==> src/rtl/axi_lite_regfile_pkg.sv <==
// axi_lite_regfile_pkg: shared response codes, channel FSM states and address-geometry helpers
package axi_lite_regfile_pkg;

    typedef enum logic [1:0] {
        OKAY   = 2'b00,
        SLVERR = 2'b10
    } resp_t;

    typedef enum logic [1:0] {
        WR_IDLE,
        WR_COMMIT,
        WR_RESP
    } wr_state_t;

    typedef enum logic {
        RD_IDLE,
        RD_DATA
    } rd_state_t;

    function automatic int addr_lsb(input int data_width);
        return $clog2(data_width / 8);
    endfunction

    function automatic int idx_w(input int num_regs);
        return $clog2(num_regs);
    endfunction

endpackage

==> src/rtl/axi_lite_addr_decode.sv <==
// axi_lite_addr_decode: splits a byte address into word index, out-of-range and read-only flags
module axi_lite_addr_decode #(
    parameter int AXI_ADDR_WIDTH = 32,
    parameter int ADDR_LSB       = 2,
    parameter int IDX_W          = 4,
    parameter int NUM_RW         = 12
) (
    input  logic [AXI_ADDR_WIDTH-1:0] addr,
    output logic [IDX_W-1:0]          idx,
    output logic                      out_of_range,
    output logic                      is_ro
);

    logic unused;

    assign idx          = addr[ADDR_LSB +: IDX_W];
    assign out_of_range = |(addr >> (ADDR_LSB + IDX_W));
    assign is_ro        = 32'(idx) >= 32'(NUM_RW);
    assign unused       = &{1'b0, addr[ADDR_LSB-1:0]};

endmodule

==> src/rtl/axi_lite_regfile_slave.sv <==
// axi_lite_regfile_slave: AXI4-Lite register file with byte strobes, RO status words and per-register write pulses
module axi_lite_regfile_slave
    import axi_lite_regfile_pkg::*;
#(
    parameter int AXI_DATA_WIDTH = 32,
    parameter int AXI_ADDR_WIDTH = 32,
    parameter int NUM_REGS       = 16,
    parameter int NUM_RO_REGS    = 4
) (
    input  logic                                S_AXI_ACLK,
    input  logic                                S_AXI_ARESETN,
    input  logic [AXI_ADDR_WIDTH-1:0]           S_AXI_AWADDR,
    input  logic [2:0]                          S_AXI_AWPROT,
    input  logic                                S_AXI_AWVALID,
    output logic                                S_AXI_AWREADY,
    input  logic [AXI_DATA_WIDTH-1:0]           S_AXI_WDATA,
    input  logic [AXI_DATA_WIDTH/8-1:0]         S_AXI_WSTRB,
    input  logic                                S_AXI_WVALID,
    output logic                                S_AXI_WREADY,
    output logic [1:0]                          S_AXI_BRESP,
    output logic                                S_AXI_BVALID,
    input  logic                                S_AXI_BREADY,
    input  logic [AXI_ADDR_WIDTH-1:0]           S_AXI_ARADDR,
    input  logic [2:0]                          S_AXI_ARPROT,
    input  logic                                S_AXI_ARVALID,
    output logic                                S_AXI_ARREADY,
    output logic [AXI_DATA_WIDTH-1:0]           S_AXI_RDATA,
    output logic [1:0]                          S_AXI_RRESP,
    output logic                                S_AXI_RVALID,
    input  logic                                S_AXI_RREADY,
    output logic [NUM_REGS*AXI_DATA_WIDTH-1:0]  reg_out,
    output logic [NUM_REGS-1:0]                 wr_pulse,
    input  logic [NUM_RO_REGS*AXI_DATA_WIDTH-1:0] status_in
);

    localparam int ADDR_LSB  = addr_lsb(AXI_DATA_WIDTH);
    localparam int IDX_W     = idx_w(NUM_REGS);
    localparam int NUM_BYTES = AXI_DATA_WIDTH / 8;
    localparam int NUM_RW    = NUM_REGS - NUM_RO_REGS;

    wr_state_t wr_state, wr_state_nxt;
    rd_state_t rd_state, rd_state_nxt;

    logic                      aw_held, w_held, aw_held_nxt, w_held_nxt;
    logic                      awready, wready, arready;
    logic                      aw_hs, w_hs, ar_hs, b_hs, commit, wr_ok;
    logic [AXI_ADDR_WIDTH-1:0] awaddr_q, awaddr_eff;
    logic [AXI_DATA_WIDTH-1:0] wdata_q, wdata_eff;
    logic [NUM_BYTES-1:0]      wstrb_q, wstrb_eff;
    logic [IDX_W-1:0]          aw_idx, ar_idx;
    logic                      aw_oor, aw_ro, ar_oor, ar_ro;
    logic [AXI_DATA_WIDTH-1:0] regs [NUM_REGS];
    logic [AXI_DATA_WIDTH-1:0] rd_word [NUM_REGS];
    logic [AXI_DATA_WIDTH-1:0] rdata;
    logic [NUM_REGS-1:0]       pulse;
    resp_t                     bresp, rresp;
    logic                      unused;

    assign aw_hs = S_AXI_AWVALID && awready;
    assign w_hs  = S_AXI_WVALID && wready;
    assign ar_hs = S_AXI_ARVALID && arready;
    assign b_hs  = S_AXI_BVALID && S_AXI_BREADY;

    // A half arriving in the commit cycle is used straight from the bus, so latency stays one cycle
    assign awaddr_eff = aw_held ? awaddr_q : S_AXI_AWADDR;
    assign wdata_eff  = w_held ? wdata_q : S_AXI_WDATA;
    assign wstrb_eff  = w_held ? wstrb_q : S_AXI_WSTRB;

    assign commit      = (wr_state == WR_IDLE) && (aw_held || aw_hs) && (w_held || w_hs);
    assign wr_ok       = !aw_oor && !aw_ro;
    assign aw_held_nxt = !b_hs && (aw_held || aw_hs);
    assign w_held_nxt  = !b_hs && (w_held || w_hs);

    axi_lite_addr_decode #(
        .AXI_ADDR_WIDTH(AXI_ADDR_WIDTH),
        .ADDR_LSB      (ADDR_LSB),
        .IDX_W         (IDX_W),
        .NUM_RW        (NUM_RW)
    ) u_aw_dec (
        .addr        (awaddr_eff),
        .idx         (aw_idx),
        .out_of_range(aw_oor),
        .is_ro       (aw_ro)
    );

    axi_lite_addr_decode #(
        .AXI_ADDR_WIDTH(AXI_ADDR_WIDTH),
        .ADDR_LSB      (ADDR_LSB),
        .IDX_W         (IDX_W),
        .NUM_RW        (NUM_RW)
    ) u_ar_dec (
        .addr        (S_AXI_ARADDR),
        .idx         (ar_idx),
        .out_of_range(ar_oor),
        .is_ro       (ar_ro)
    );

    for (genvar i = 0; i < NUM_REGS; i++) begin : g_word
        assign reg_out[i*AXI_DATA_WIDTH +: AXI_DATA_WIDTH] = regs[i];
        if (i < NUM_RW) begin : g_rw
            assign rd_word[i] = regs[i];
        end else begin : g_ro
            assign rd_word[i] = status_in[(i-NUM_RW)*AXI_DATA_WIDTH +: AXI_DATA_WIDTH];
        end
    end

    // Write FSM next state: commit once both halves are available, then hold B until accepted
    always_comb begin
        wr_state_nxt = wr_state;
        case (wr_state)
            WR_IDLE:  wr_state_nxt = commit ? WR_COMMIT : WR_IDLE;
            WR_COMMIT,
            WR_RESP:  wr_state_nxt = S_AXI_BREADY ? WR_IDLE : WR_RESP;
            default:  wr_state_nxt = WR_IDLE;
        endcase
    end

    // Read FSM next state: capture on AR handshake, hold R until accepted
    always_comb begin
        rd_state_nxt = rd_state;
        if (rd_state == RD_IDLE)
            rd_state_nxt = ar_hs ? RD_DATA : RD_IDLE;
        else
            rd_state_nxt = S_AXI_RREADY ? RD_IDLE : RD_DATA;
    end

    // Channel state and registered ready flags; readies stay low through reset
    always_ff @(posedge S_AXI_ACLK or negedge S_AXI_ARESETN) begin
        if (!S_AXI_ARESETN) begin
            wr_state <= WR_IDLE;
            rd_state <= RD_IDLE;
            aw_held  <= 1'b0;
            w_held   <= 1'b0;
            awready  <= 1'b0;
            wready   <= 1'b0;
            arready  <= 1'b0;
        end else begin
            wr_state <= wr_state_nxt;
            rd_state <= rd_state_nxt;
            aw_held  <= aw_held_nxt;
            w_held   <= w_held_nxt;
            awready  <= !aw_held_nxt;
            wready   <= !w_held_nxt;
            arready  <= (rd_state_nxt == RD_IDLE);
        end
    end

    // Holding registers for independently accepted AW and W beats
    always_ff @(posedge S_AXI_ACLK or negedge S_AXI_ARESETN) begin
        if (!S_AXI_ARESETN) begin
            awaddr_q <= '0;
            wdata_q  <= '0;
            wstrb_q  <= '0;
        end else begin
            if (aw_hs)
                awaddr_q <= S_AXI_AWADDR;
            if (w_hs) begin
                wdata_q <= S_AXI_WDATA;
                wstrb_q <= S_AXI_WSTRB;
            end
        end
    end

    // Register file: byte-lane merge on a legal commit; RO slots are never written and stay zero
    always_ff @(posedge S_AXI_ACLK or negedge S_AXI_ARESETN) begin
        if (!S_AXI_ARESETN) begin
            for (int i = 0; i < NUM_REGS; i++)
                regs[i] <= '0;
        end else if (commit && wr_ok) begin
            for (int b = 0; b < NUM_BYTES; b++)
                if (wstrb_eff[b])
                    regs[aw_idx][8*b +: 8] <= wdata_eff[8*b +: 8];
        end
    end

    // Write response code and the one-cycle write strobe, both produced at the commit edge
    always_ff @(posedge S_AXI_ACLK or negedge S_AXI_ARESETN) begin
        if (!S_AXI_ARESETN) begin
            bresp <= OKAY;
            pulse <= '0;
        end else begin
            pulse <= (commit && wr_ok) ? {{(NUM_REGS-1){1'b0}}, 1'b1} << aw_idx : '0;
            if (commit)
                bresp <= wr_ok ? OKAY : SLVERR;
        end
    end

    // Read capture: samples the register or status word at the AR handshake edge
    always_ff @(posedge S_AXI_ACLK or negedge S_AXI_ARESETN) begin
        if (!S_AXI_ARESETN) begin
            rdata <= '0;
            rresp <= OKAY;
        end else if (ar_hs) begin
            rdata <= ar_oor ? '0 : rd_word[ar_idx];
            rresp <= ar_oor ? SLVERR : OKAY;
        end
    end

    assign S_AXI_AWREADY = awready;
    assign S_AXI_WREADY  = wready;
    assign S_AXI_BVALID  = (wr_state != WR_IDLE);
    assign S_AXI_BRESP   = bresp;
    assign S_AXI_ARREADY = arready;
    assign S_AXI_RVALID  = (rd_state == RD_DATA);
    assign S_AXI_RDATA   = rdata;
    assign S_AXI_RRESP   = rresp;
    assign wr_pulse      = pulse;
    assign unused        = &{1'b0, S_AXI_AWPROT, S_AXI_ARPROT, ar_ro};

endmodule

==> config.mk <==
export PLATFORM = sky130hd
export DESIGN_NAME = axi_lite_regfile_slave
export DESIGN_NICKNAME = d
export VERILOG_FILES = /design/src/rtl/axi_lite_regfile_pkg.sv /design/src/rtl/axi_lite_addr_decode.sv /design/src/rtl/axi_lite_regfile_slave.sv
export SDC_FILE = /design/constraint.sdc
export NUM_CORES = 1
export LEC_CHECK = 0
export BUFFER_PORTS_ARGS = -buffer_cell sky130_fd_sc_hd__buf_2
export CORE_AREA = 2 2 319 321
export CTS_CLUSTER_SIZE = 28
export DETAILED_ROUTE_END_ITERATION = 8
export DIE_AREA = 0 0 321 323
export HOLD_SLACK_MARGIN = 0.06
export SYNTH_ARGS = -nofsm -noshare
export SYNTH_HDL_FRONTEND = slang
export SYNTH_HIERARCHICAL = 1
export SYNTH_SLANG_ARGS = --single-unit
export TNS_END_PERCENT = 30
==> constraint.sdc <==
create_clock -name S_AXI_ACLK -period 4.15 [get_ports S_AXI_ACLK]
set_input_delay 0 -clock S_AXI_ACLK [delete_from_list [all_inputs] [get_ports S_AXI_ACLK]]
set_output_delay 0 -clock S_AXI_ACLK [all_outputs]
set_load 0.01 [all_outputs]
==> results.toml, run 1 <==
[finish]
fin_util = 0.386
final_common_cell = "buf_2"
final_net_count = 3119
mostFrequentLayoutCells = "buf_2, dfrtp_1, mux2_2"
flow.area_growth_from_synthesis_pct = 33.4
finish.instance_area_um2 = 38800
fillerInstances = 9737
multiInputGateArea_um2 = 12600
sequential_cell_area_um2 = 15900
drive_above_1_share = 0.617

[yosys]
synth.avg_cell_area_um2 = 15.2
netlist_area_um2 = 29100
post_synth_inst_count = 1914
yosys_warnings = 6

[clock_network]
clk_latency_worst_skew_pair_ns = 0.65
clock_tree.buffer_depth = 3
tritoncts = "built"
clk_root_buffer_cell = "clkbuf_16"
number_of_buffers_added_by_the_clock_tree_synthesis_step = 74
clkSlewWorstSetupHoldPaths_ns = 0.06
cts.sinks = 636
ctsHtreeMaxLevel = 3
post-cts-setup-buffer-count = 0

[timing]
timing.clock.skew_ns = 0.0250
worst_margin_slew_ns = 0.949
post-route-period-util = 0.911
rsz_0062_raised_after_global_routing = "no"
report.final.setup_viol = 0
final.min_clock_period_ns = 3.78
final_number_of_max_transition_violations = 0
hold_viol_final = 0
totalNegativeSetupSlack_ns = 0
timing.fmax_ghz = 0.265
max_slew_margin = 0.366

[global_routing]
grt_start_max_net_pins = 118
gr-total-overflow = 0
antenna_violations_before_repair = 25
vias_in_the_first_global_route = 21900
grt_use_total = 0.234
grt_pass1_wl_mm = 171

[routing]
detail_route.drc_violations = 0
routed_vias = 21400
drt-total-wl_mm = 124
detail-route-antenna-nets = 0
detailedRoute.firstPassIterationCount = 5
drt-initial-drc-count = 1085
wire_length_per_cell_um = 29.3
via_per_inst = 5.04

[critical_path]
rr_startpoint = "aw_held$_DFF_PN0_"
critPathLaunch = "aw_held$_DFF_PN0_"
worst-endpoint-arrival_ns = 4.29
cp_endpoint_kind = "flip-flop"
worstSetupStartpointType = "flip-flop"
worst-path-max-fanout = 13
worst-setup-path-type = "flip-flop to flip-flop"
worst_ep_required_time_ns = 4.66

[die]
top_level_ports = 810
row_count = 117
coreArea_um2 = 101000
initial_util = 0.289
die_y_um = 323
die-width_um = 321
die_area_um2 = 104000

[worst_hold_path]
worst_hold_path_type = "input pin to flip-flop"
worst_hold_startpoint = "status_in[64]"

[power]
post-layout-total-power_uw = 17600
power.density_cell_area_nw_per_um2 = 452
vdd.ir_drop.worst_uv = 331
total_leakage_power_uw = 0.0204

[placement]
post_dp_cell_area_um2 = 35000
io_buffers = 797
place_congestion = 0.829
detailed_place_hpwl_mm = 93.6

[flow_run]
timing.max_cap.violations = 0

[status]
run_status = "finished clean"
-- per-stage QoR --
step	hold WS [ns]	setup WS, ns	std cells
after floorplan	-0.296	0.559	1915
after global placement	0.114	0.175	3986
after detailed placement	0.112	0.221	3986
after CTS	0.0636	0.175	4242
after global routing	0.0711	0.178	4246
final	0.0594	0.370	4249
-- sequential cells by signal, indices dropped and copies added, names as in the netlist --
name and flops:
S_AXI_RRESP 1, wr_state 2, S_AXI_ARREADY 1, S_AXI_WREADY 1
aw_held 1, wr_pulse 16, reg_out 512, S_AXI_BRESP 1
awaddr_q 30, S_AXI_AWREADY 1, wdata_q 32, wstrb_q 4
S_AXI_RDATA 32, w_held 1, S_AXI_RVALID 1
-- worst paths after layout --
kind,slack [ns],cells after the start,end
hold / removal,0.06,4,S_AXI_RDATA[0]$_DFFE_PN0P_
hold reg to reg,0.48,1,reg_out[409]$_DFFE_PN0P_
min in group asynchronous,0.12,3,reg_out[457]$_DFFE_PN0P_
setup reg to reg,0.37,11,reg_out[400]$_DFFE_PN0P_
setup / recovery,0.37,11,reg_out[400]$_DFFE_PN0P_
max in group asynchronous,3.38,3,reg_out[253]$_DFFE_PN0P_
-- routing by layer --
layer	global-route usage	routed length [um]	vias to the layer above
met2	0.413	62900	824
met1	0.265	46700	11200
met5	0	72	-
met3	0.0670	9190	231
li1	-	-	9115
met4	0.0945	5480	10
-- area by class of cell --
cell class,instances,share of cell area
flip-flops and latches,636,0.410
well taps,1309,0.0422
diodes,7,0.000451
repair buffers,1016,0.156
inverters,6,0.000580
clock buffers,102,0.0537
multi-input cells,1142,0.325
clock inverters,31,0.0119
-- power by group --
part | switching [uW] | total (uW) | internal [uW]
sequential | 228 | 6790 | 6570
clock | 2790 | 6860 | 4060
combinational | 2670 | 3920 | 1250
-- critical path: stages (launching register included) --
cell and delay, ns:
dfrtp_2 0.55, buf_4 0.22, mux2_2 0.34, nor4_1 0.32, and3_1 0.21, nand4_1 0.14
buf_4 0.23, nor4_4 0.35, or4b_1 0.46, buf_4 0.23, nor2_8 0.21, mux2_2 0.37
-- what timing repair did --
item                                    CTS  global route
gates resized for setup                   0             1
hold buffers                            123             0
endpoints found under the hold margin   301             0
endpoints found under the setup margin    0             3
Note: power is estimated with default switching activity, not from simulation.
==> run 2: changes to the inputs <==
- CELL_PAD_IN_SITES_DETAIL_PLACEMENT: default -> 1
- CELL_PAD_IN_SITES_GLOBAL_PLACEMENT: default -> 1
- CORE_AREA: 2 2 319 321 -> 2 2 315 317
- DIE_AREA: 0 0 321 323 -> 0 0 317 319
- PLACE_DENSITY_LB_ADDON: default -> 0.1
==> run 2 against run 1 <==
  * Highest routed layer unchanged
  * Combinational power fell by 1%
  * Non-clock buffer count rose by 2
  * Routed wire length rose by 4.7%
  * Critical path depth fell by 1
  * Via count fell by 0.23%
  * Final cell count fell by 0.40%
  * Sequential share of layout area fell by 0.11 points
  * Global-route usage rose by 2.0 points
  * Clock skew fell by 0.0032 ns
  * Design area rose by 0.26%
  * Utilization rose by 1.3 points
  * Critical endpoint is now reg_out[397]$_DFFE_PN0P_
  * Largest power group unchanged
==> results.toml, run 2 (synthesis gave the netlist of run 1 again) <==
[critical_path]
critical_path.cell_chain = "mux2_2, or4_1, nor3_2, nand4_1, buf_4, nor4_4, or4b_1, buf_4, nor2_8, mux2_2"
crit_family = "simple AND/OR/NAND/NOR gates"
worst_ep_required_time_ns = 4.67
worst-setup-path-type = "flip-flop to flip-flop"
max_stage_delay_cell_worst_path = "or4_1"
ff2ff_setup_slack_ns = 0.44
cpPeakStageDelay_ns = 0.58
worst-endpoint-arrival_ns = 4.23
critPathBufInv = 2
worstSetupStartpointType = "flip-flop"
cp_endpoint_kind = "flip-flop"
worst-path-max-fanout = 13

[power]
power.density_cell_area_nw_per_um2 = 454
sw_frac_of_total = 0.324
power_frac_clock = 0.395
p_switching_uw = 5720
comb_power_share = 0.220
internal_power_uw = 11900
total_leakage_power_uw = 0.0205
post-layout-total-power_uw = 17700
vdd.ir_drop.worst_uv = 251
seq_power_share = 0.385

[timing]
rsz_0062_raised_after_global_routing = "no"
timing.fmax_ghz = 0.269
report.final.setup_viol = 0
timing.clock.skew_ns = 0.0218
max_slew_margin = 0.208
post-route-period-util = 0.894
worst_margin_slew_ns = 1.18
final.min_clock_period_ns = 3.71
hold_viol_final = 0
totalNegativeSetupSlack_ns = 0
final_number_of_max_transition_violations = 0

[clock_network]
post-cts-setup-buffer-count = 0
cts.sinks = 636
clock_tree.buffer_depth = 3
number_of_buffers_added_by_the_clock_tree_synthesis_step = 77
clk_root_buffer_cell = "clkbuf_16"
clkSlewWorstSetupHoldPaths_ns = 0.06
tritoncts = "built"
ctsHtreeMaxLevel = 3
clk_latency_worst_skew_pair_ns = 0.65

[routing]
drt-initial-drc-count = 797
drt-total-wl_mm = 130
detail-route-antenna-nets = 0
detail_route.drc_violations = 0
wire_length_per_cell_um = 30.7
routed_vias = 21300
detailedRoute.firstPassIterationCount = 4
via_per_inst = 5.04

[finish]
drive_above_1_share = 0.619
flow.area_growth_from_synthesis_pct = 33.7
sequential_cell_area_um2 = 15900
final_net_count = 3124
finish.instance_area_um2 = 38900
largest_register_ffs = 512
multiInputGateArea_um2 = 12600
fin_util = 0.399
fillerInstances = 10300
final_common_cell = "buf_2"
mostFrequentLayoutCells = "buf_2, dfrtp_1, mux2_2"

[global_routing]
grt_pass1_wl_mm = 182
gr-total-overflow = 0
grt_use_total = 0.254
grt_start_max_net_pins = 95
antenna_violations_before_repair = 7
vias_in_the_first_global_route = 23800

[placement]
place_congestion = 0.840
detailed_place_hpwl_mm = 97.6
post_dp_cell_area_um2 = 35100
io_buffers = 797

[die]
row_count = 115
die-width_um = 317
die_y_um = 319
die_area_um2 = 101000
top_level_ports = 810
initial_util = 0.298
coreArea_um2 = 97700

[status]
run_status = "finished clean"

[worst_hold_path]
worst_hold_path_type = "input pin to flip-flop"

[flow_run]
timing.max_cap.violations = 0
-- run 2: cell types whose count changed in the layout (fill, tap and decap cells not counted), sizes merged --
| cell | delta |
|---|---|
| clkbuf | +18 |
| buf | +8 |
| dlygate4sd3 | -6 |
| bufinv | -5 |
| inv | -4 |
| diode | -3 |
| clkinv | -2 |
| clkinvlp | -1 |
-- run 2: layout make-up --
class                           instances  area share
Clock inverter                         19     0.00556
Antenna cell                            4    0.000257
Multi-Input combinational cell       1142       0.324
Tap cell                             1287      0.0414
Timing Repair Buffer                 1018       0.158
Inverter                                6    0.000578
Clock buffer                          120      0.0617
Sequential cell                       636       0.409
-- run 2: layer usage --
| layer | vias to the layer above | GRT usage | wire length [um] |
|---|---|---|---|
| met1 | 11400 | 0.285 | 49200 |
| met3 | 161 | 0.0585 | 7880 |
| met5 | - | 0 | 13 |
| li1 | 9087 | - | - |
| met2 | 686 | 0.472 | 69500 |
| met4 | 2 | 0.0755 | 3510 |
-- run 2: stage by stage --
step	cells	hold WS (ns)	worst slack [ns]
floorplan	1915	-0.296	0.559
global placement	3971	0.109	0.217
detailed placement	3971	0.113	0.205
CTS	4227	0.0860	0.203
global route	4229	0.108	0.204
finish	4232	0.0942	0.438
-- run 2: worst register-to-register path: cells and delay by family, from the launching register on --
kind	cells	cell delay, ns
simple gates	6	1.81
buf+inv	2	0.47
flops	1	0.57
mux	2	0.75
-- run 2: path summary, 6_finish.rpt --
check,from,endpoint,depth (start not counted)
max in group asynchronous,S_AXI_ARESETN,reg_out[276]$_DFFE_PN0P_,4
hold / removal,status_in[19],S_AXI_RDATA[19]$_DFFE_PN0P_,4
setup / recovery,aw_held$_DFF_PN0_,reg_out[397]$_DFFE_PN0P_,10
min in group asynchronous,S_AXI_ARESETN,reg_out[360]$_DFFE_PN0P_,3
hold reg to reg,reg_out[385]$_DFFE_PN0P_,reg_out[385]$_DFFE_PN0P_,1
setup reg to reg,aw_held$_DFF_PN0_,reg_out[397]$_DFFE_PN0P_,10
-- run 2: timing repair --
action | CTS | global route
endpoints found under the setup margin | 0 | 7
resized for setup | 0 | 1
hold endpoints to repair | 228 | 0
hold buffers | 117 | 0
-- run 2: power groups by stage --
stage               Clock [uW]  Sequential [uW]  Combinational (uW)
floorplan                    0             6790                2320
global route              7410             6850                4150
CTS                       7160             6800                4010
detailed placement           0             6910                3890
finish                    6980             6800                3880
global placement             0             6870                3800
==> run 3: changes to the inputs <==
- CORE_AREA: 2 2 315 317 -> 2 2 311 313
- DIE_AREA: 0 0 317 319 -> 0 0 313 315
- SYNTH_HIERARCHICAL: 1 -> default
==> run 3 against run 2 <==
  * Design area down 4.2%
  * Clock skew up 0.0053 ns
  * Largest cell class unchanged
  * Sequential power about the same
  * Via count down 9.7%
  * Non-clock buffer count down 24
  * Critical path type is now input pin to flip-flop
==> results.toml, run 3 <==
[yosys]
synth_top_cells_by_count = "dfrtp_1, mux2_2, clkbuf_1"
most_common_cell_in_the_synthesized_netlist = "dfrtp_1"
synth_top_flop_cell = "dfrtp_1"
netlist_area_um2 = 27800
yosys.area.top_type_share = 0.572
number_of_unique_standard_cell_types_used_by_synthesis = 43
post_synth_inst_count = 1789
ys_seq_elements = 636
synth.avg_cell_area_um2 = 15.6
seq_area_frac_synth = 0.572
asyncSetResetFlopFracSynth = 1.00
synth_top_area_cell = "dfrtp_1"
yosys_warnings = 0
synth_area_leaders = "dfrtp_1, mux2_2, mux4_2, clkbuf_1, nand4_4"
synth_enable_flop_cells = 0

[critical_path]
timing.reg2reg.worst_path_depth = 7
critical-path-top-cell-by-count = "dlygate4sd3_1"
cp_endpoint_kind = "flip-flop"
critical_path.cell_chain = "dlygate4sd3_1, buf_2, nor4_1, dlygate4sd3_1, nand3_1, dlygate4sd3_1, nor2_4, dlygate4sd3_1, a22o_1, dlygate4sd3_1"
max_stage_delay_cell_worst_path = "dlygate4sd3_1"
worst-path-max-fanout = 15
worst-setup-path-type = "input pin to flip-flop"
worst-endpoint-arrival_ns = 4.42
cpPeakStageDelay_ns = 1.02
worstSetupStartpointType = "input pin"
worst_ep_required_time_ns = 4.71
ff2ff_setup_slack_ns = 0.90

[power]
sw_frac_of_total = 0.286
power.density_cell_area_nw_per_um2 = 450
total_leakage_power_uw = 0.0202
p_switching_uw = 4790
power_frac_clock = 0.426
internal_power_uw = 12000
comb_power_share = 0.167
vdd.ir_drop.worst_uv = 299
seq_power_share = 0.407

[timing]
max_slew_margin = 0.185
worst_margin_slew_ns = 1.22
final_number_of_max_transition_violations = 0
final.min_clock_period_ns = 3.86
hold_viol_final = 0
timing.clock.skew_ns = 0.0270
totalNegativeSetupSlack_ns = 0
timing.fmax_ghz = 0.259
post-route-period-util = 0.930
report.final.setup_viol = 0
rsz_0062_raised_after_global_routing = "no"

[placement]
detailed_place_hpwl_mm = 77.6
place_congestion = 0.805
post_dp_cell_area_um2 = 33000
io_buffers = 797

[clock_network]
clkSlewWorstSetupHoldPaths_ns = 0.06
clk_root_buffer_cell = "clkbuf_16"
clock_tree.buffer_depth = 3
number_of_buffers_added_by_the_clock_tree_synthesis_step = 77
tritoncts = "built"
clk_latency_worst_skew_pair_ns = 0.63
cts.sinks = 636
ctsHtreeMaxLevel = 3

[global_routing]
grt_use_met2 = 0.387
grt_use_total = 0.218
vias_in_the_first_global_route = 21500
antenna_violations_before_repair = 2
globalRoute.busiestLayer = "met2"
grt_pass1_wl_mm = 156
gr-total-overflow = 0
grt_start_max_net_pins = 121
grt_util_met1 = 0.264
met3_track_utilization_from_global_routing = 0.0500

[routing]
drt-initial-drc-count = 785
detailedRoute.firstPassIterationCount = 4
routed_vias = 19300
detail-route-antenna-nets = 0
via_per_inst = 4.87
drt-total-wl_mm = 109
wire_length_per_cell_um = 27.5
detail_route.drc_violations = 0

[die]
initial_util = 0.291
die_area_um2 = 98600
row_count = 114
die-width_um = 313
die_y_um = 315
top_level_ports = 810
coreArea_um2 = 95700

[finish]
final_net_count = 2869
final_common_cell = "buf_2"
finish.instance_area_um2 = 37300
fillerInstances = 9949
mostFrequentLayoutCells = "buf_2, dfrtp_1, mux2_2"
multiInputGateArea_um2 = 11000
sequential_cell_area_um2 = 15900
fin_util = 0.390
largest_register_ffs = 512
flow.area_growth_from_synthesis_pct = 34.0
drive_above_1_share = 0.610

[worst_hold_path]
min_path_cells = 5
worst_hold_path_type = "input pin to flip-flop"

[flow_run]
timing.max_cap.violations = 0

[status]
run_status = "finished clean"
==> run 3: repair_timing <==
item | 4_1_cts | 5_1_grt
buffers inserted | 0 | 0
hold buffers | 155 | 0
hold endpoints to repair | 727 | 0
resized for setup | 0 | 0
==> run 3: layout make-up <==
| class | instances | share of cell area |
|---|---|---|
| Clock buffer | 109 | 0.0600 |
| Antenna cell | 1 | 0.0000671 |
| Clock inverter | 31 | 0.0128 |
| Multi-Input combinational cell | 911 | 0.296 |
| Timing Repair Buffer | 994 | 0.161 |
| Inverter | 6 | 0.000604 |
| Sequential cell | 636 | 0.427 |
| Tap cell | 1276 | 0.0428 |
==> run 3: logic make-up (layout without fill, tap and decap cells) <==
family / Yosys count / in the layout / synth area share
other: 1 / 7 / 0.000135
AND/OR/NAND/NOR: 174 / 174 / 0.0567
flip-flops: 636 / 636 / 0.572
AO/OA/AOI/OAI: 111 / 111 / 0.0321
buffers and inverters: 247 / 1140 / 0.0366
adder cells (fa/ha/maj): 2 / 2 / 0.000899
multiplexers: 618 / 618 / 0.302
==> run 3: stage by stage <==
| step | cells | setup slack [ns] | power, uW | hold slack, ns |
|---|---|---|---|---|
| 2_1_floorplan | 1794 | 1.96 | 8570 | -0.296 |
| 3_3_place_gp | 3668 | 0.992 | 9550 | 0.0981 |
| 3_5_place_dp | 3668 | 0.881 | 9650 | 0.110 |
| 4_1_cts | 3963 | 0.280 | 17100 | 0.0639 |
| 5_1_grt | 3964 | 0.123 | 17600 | 0.0859 |
| 6_report | 3964 | 0.292 | 16800 | 0.0747 |
==> run 3: worst max-delay path: cells and delay by family <==
| family | cells | cell delay [ns] |
|---|---|---|
| and+or+nand+nor | 3 | 0.81 |
| AOI/OAI and AO/OA | 1 | 0.21 |
| buffers and inverters | 6 | 3.39 |
==> run 3: power groups by stage <==
stage	Clock [uW]	Sequential [uW]	Combinational, uW
global route	7630	6880	3070
floorplan	0	6820	1750
detailed placement	0	6940	2710
CTS	7380	6830	2870
finish	7150	6830	2790
global placement	0	6910	2640
==> run 3: final timing paths <==
check / from / end
setup / recovery: S_AXI_ARADDR[30] / S_AXI_RDATA[1]$_DFFE_PN0P_
hold / removal: status_in[21] / S_AXI_RDATA[21]$_DFFE_PN0P_
setup reg to reg: S_AXI_ARREADY$_DFF_PN0_ / S_AXI_RDATA[1]$_DFFE_PN0P_
hold reg to reg: reg_out[390]$_DFFE_PN0P_ / reg_out[390]$_DFFE_PN0P_
max in group asynchronous: S_AXI_ARESETN / reg_out[340]$_DFFE_PN0P_
min in group asynchronous: S_AXI_ARESETN / reg_out[369]$_DFFE_PN0P_
==> run 3: metal layers <==
layer | up-vias | wire (um) | part of all wire
met4 | 2 | 2340 | 0.021
li1 | 8250 | - | -
met5 | - | 13 | 0.00012
met2 | 619 | 56600 | 0.52
met3 | 127 | 6380 | 0.058
met1 | 10300 | 43900 | 0.40
